[config.mk]
export PLATFORM = sky130hd
export DESIGN_NAME = dual_port_ram
export DESIGN_NICKNAME = d
export VERILOG_FILES = /design/src/rtl/dual_port_ram.sv
export SDC_FILE = /design/constraint.sdc
export NUM_CORES = 1
export LEC_CHECK = 0
export CAP_MARGIN = 10
export CORE_ASPECT_RATIO = 1.2
export CORE_UTILIZATION = 40
export CTS_CLUSTER_DIAMETER = 120
export DETAILED_ROUTE_END_ITERATION = 8
export GPL_ROUTABILITY_DRIVEN = 0
export PLACE_DENSITY = 0.68
export REMOVE_ABC_BUFFERS = 1
export SYNTH_ARGS = -nofsm -noshare
export SYNTH_HDL_FRONTEND = slang
export SYNTH_SLANG_ARGS = --single-unit
[constraint.sdc]
create_clock -name clk -period 2.1 [get_ports clk]
set_input_delay 0.21 -clock clk [delete_from_list [all_inputs] [get_ports clk]]
set_output_delay 0.21 -clock clk [all_outputs]
set_load 0.05 [all_outputs]
[src/rtl/dual_port_ram.sv]
// Simple dual-port synchronous RAM with one write port, one registered read port and a synchronous active-low clear.
// Define DUAL_PORT_RAM_BYPASS_EN for write-first forwarding on same-address collisions (default: read-before-write).
module dual_port_ram #(
  parameter int ADDRESS_DEPTH = 16,
  parameter int DATA_WIDTH    = 8,
  parameter int ADDRESS_SIZE  = 4
) (
  input  logic                    clk,
  input  logic                    rst,
  input  logic [DATA_WIDTH-1:0]   wr_data,
  input  logic                    we,
  input  logic [ADDRESS_SIZE-1:0] wr_addr,
  input  logic                    re,
  input  logic [ADDRESS_SIZE-1:0] rd_addr,
  output logic [DATA_WIDTH-1:0]   rd_data
);

  logic [DATA_WIDTH-1:0] mem [ADDRESS_DEPTH];
  logic                  wr_in_range;
  logic                  rd_in_range;

  // Addresses at or beyond the stored depth are not backed by storage.
  assign wr_in_range = (int'(wr_addr) < ADDRESS_DEPTH);
  assign rd_in_range = (int'(rd_addr) < ADDRESS_DEPTH);

`ifdef DUAL_PORT_RAM_BYPASS_EN
  logic collide;
  assign collide = we && wr_in_range && (wr_addr == rd_addr);
`endif

  always_ff @(posedge clk) begin
    if (!rst) begin
      for (int i = 0; i < ADDRESS_DEPTH; i++) begin
        mem[i] <= '0;
      end
      rd_data <= '0;
    end else begin
      if (we && wr_in_range) begin
        mem[wr_addr] <= wr_data;
      end
      // Without bypass the read sees the pre-edge word, giving read-before-write on collisions.
      if (re) begin
        if (!rd_in_range) begin
          rd_data <= '0;
`ifdef DUAL_PORT_RAM_BYPASS_EN
        end else if (collide) begin
          rd_data <= wr_data;
`endif
        end else begin
          rd_data <= mem[rd_addr];
        end
      end
    end
  end

endmodule

==> summary.txt <==
Status
  – Outcome: finished clean

Route
  – Vias: 3,889
  – Vias per cell: 5.23
  – Avg WL per Cell: 18.8 um
  – Drc violations: 0
  – Final wirelength: 14,000 um
  – Routed Antenna Nets: 0
  – 1st-pass router iterations: 5
  – DRT iter0 DRCs: 352

Setup path
  – Peak fanout along the critical path: 2
  – CP Data Arrival Time: 1560 ps
  – Crit path required time: 1890 ps
  – R2R Path Start: mem[8][3]
  – Startpoint types: flip-flop
  – CP Capture Type: output pin
  – Crit Path Category: reg -> out
  – CP Buf/Inv Count: 1
  – Reg-to-reg endpoint: rd_data[3]
  – Cell Chain, Critical Path: clkdlybuf4s50_1
  – CP delay by family, top: buffers and inverters
  – R2R depth: 4
  – Slowest CP cell: clkdlybuf4s50_1
  – Flop2flop setup slack: 880 ps
  – Max incr delay on CP: 810 ps

Die
  – Die X-Extent: 116 um
  – DIE HEIGHT: 139 um
  – Starting Density: 0.412
  – Core area: 0.0151 mm2
  – Ports: 28
  – # rows: 49
  – Die area: 0.0161 mm2

Power
  – Clock power frac: 0.462
  – Worst vdd ir: 0.519 mV
  – Psw: 1.50 mW
  – P per Cell Area: 917 mW/mm2
  – Sw Ratio: 0.217
  – Pleak: 2.82 nW
  – Reg power frac: 0.459
  – Combinational power share: 0.079
  – Total internal power: 5.42 mW

Clock network
  – Clock latency at the later pin of the worst-skew pair: 410 ps
  – Clock transition at path regs: 60 ps
  – Hold Buf Count CTS: 0
  – H-tree depth: 4
  – CTS max path bufs: 2
  – CTS tree: built
  – Clock Sinks: 136
  – Post-CTS setup repair buffer count: 0
  – CTS root buf: clkbuf_16
  – CTS Buf Count: 17
  – Number of gates resized after cts: 0

Global route
  – GRT met3 Usage: 0.0455
  – GRT Max-Usage Layer: met2
  – Vias in the first global route: 3,976
  – Largest net degree at the start of global routing: 27
  – GRT overflow: 0
  – M1 GR Usage: 0.232
  – First-pass GRT wire length: 21,600 um
  – Antenna violations before repair: 0
  – Met2 GRT Util: 0.306
  – Tot GR Track Use: 0.186

Flow run
  – Max-Cap Viols: 0

Timing
  – Final Skew: 9.38 ps
  – Fin. max-slew vios: 0
  – Final setup fails: 0
  – Relative slew slack: 0.534
  – Crit path time final: 1770 ps
  – Least-Margin Pin Slew: 697 ps
  – RSZ-0062 raised after global routing: false
  – Fmax: 565 MHz
  – Fin crit share: 0.843
  – Final Hold Viols: 0

Synth
  – Post-synth EDFFs: 128
  – Asr flop ratio synth: 0
  – Post-synthesis cell count: 474
  – Top FF cell, synth: edfxtp_1
  – Yosys top cell area share: 0.616
  – Number of synthesis warnings: 0
  – Synth area leader: edfxtp_1
  – Post-Syn Area: 0.00624 mm2
  – Avg Inst Size Synth: 13.2 um2
  – Top cells by area, synth: edfxtp_1 (62%), and2_1 (13%), mux2i_1 (10%), a22oi_1 (2.9%), dfxtp_1 (2.6%)
  – Share of the yosys chip area belonging to registers: 0.641
  – Register bit total from synthesis: 136
  – Synth cell types: 24

Worst hold path
  – Min-delay src: rd_data[3]
  – Hold Crit Class: reg -> reg
  – WHS Endpoint: rd_data[3]
  – WHS Path Cells: 2

Finish
  – Synth-to-layout area growth: 20.8%
  – Most common cell after layout, fill and taps aside: and2_1
  – Post-Layout Cell Count: 744
  – Nets: 547
  – Layout cell share with drive strength beyond 1: 0.122
  – FILL cells: 1,335
  – Diodes inserted: 0
  – Most frequent cells in the layout: and2_1 (129), edfxtp_1 (128), mux2i_1 (64)
  – Final core area utilization: 0.498

Placed design
  – PortBufs: 27
  – Post-detail-place hpwl: 9460 um
  – Dpl cells: 712
## per-stage QoR
stage	hold slack [ps]	cell area (um2)	setup slack (ps)	power (mW)	TNS, ps
after detailed placement	442	6910	-24.5	3.77	-195
after global placement	442	6910	68.7	3.75	0
after CTS	455	7540	313	6.93	0
final	450	7540	330	6.92	0
after floorplan	408	6110	296	3.48	0
after global routing	469	7540	269	7.09	0
## power groups by stage
stage	Combinational (mW)	Sequential (mW)	Clock, mW
finish	0.547	3.17	3.20
global route	0.585	3.19	3.32
CTS	0.544	3.17	3.21
detailed placement	0.541	3.23	0
global placement	0.532	3.22	0
floorplan	0.211	3.26	0
## cell type report
class,instances,area [um2],share of cell area
sequential,136,4000,0.531
multi-input combinational,312,2110,0.279
timing repair buffer,60,541,0.0717
clock buffer,18,429,0.0569
tap,204,255,0.0338
clock inverter,14,205,0.0272
## flip-flops by register name, indices dropped and copies added, names as in the netlist
name     cells
mem        128
rd_data      8
## tightest hold or removal path, delay by kind of cell (launching register included)
family           cells  cell delay (ps)
and+or+nand+nor      2              100
DFF                  1              320
## per-layer routing
metal  wire, um  vias up
met5          0        -
met4        316        0
met3        882       23
met2       6990      130
met1       5760     1919
li1           -     1817
## cell usage after synthesis (all sizes together) (3+ instances only)
master,instances
and2,129
edfxtp,128
mux2i,64
nand3,25
a22oi,24
nand2,19
clkbuf,14
nor2,14
buf,12
o21ai,12
a21oi,8
dfxtp,8
nand2b,6
nor3,4
nor2b,3
## logic make-up after synthesis
logic type | count (synthesis) | synth area share
AOI/OAI and AO/OA | 44 | 0.0449
buffers and inverters | 26 | 0.0212
DFF | 136 | 0.641
muxes | 64 | 0.103
and+or+nand+nor | 204 | 0.190
## how the worst max path moves through the flow
stage	from	to	slack (ps)	depth (start not counted)
6_report	rd_data[0]	rd_data[0]	330	1
4_1_cts	rd_data[0]	rd_data[0]	310	1
2_1_floorplan	wr_addr[3]	mem[2][0]	300	2
3_5_place_dp	we	mem[2][3]	-20	6
3_3_place_gp	rst	mem[2][7]	70	6
5_1_grt	rd_data[0]	rd_data[0]	270	1
No activity file was read; power rests on OpenSTA's default activity.
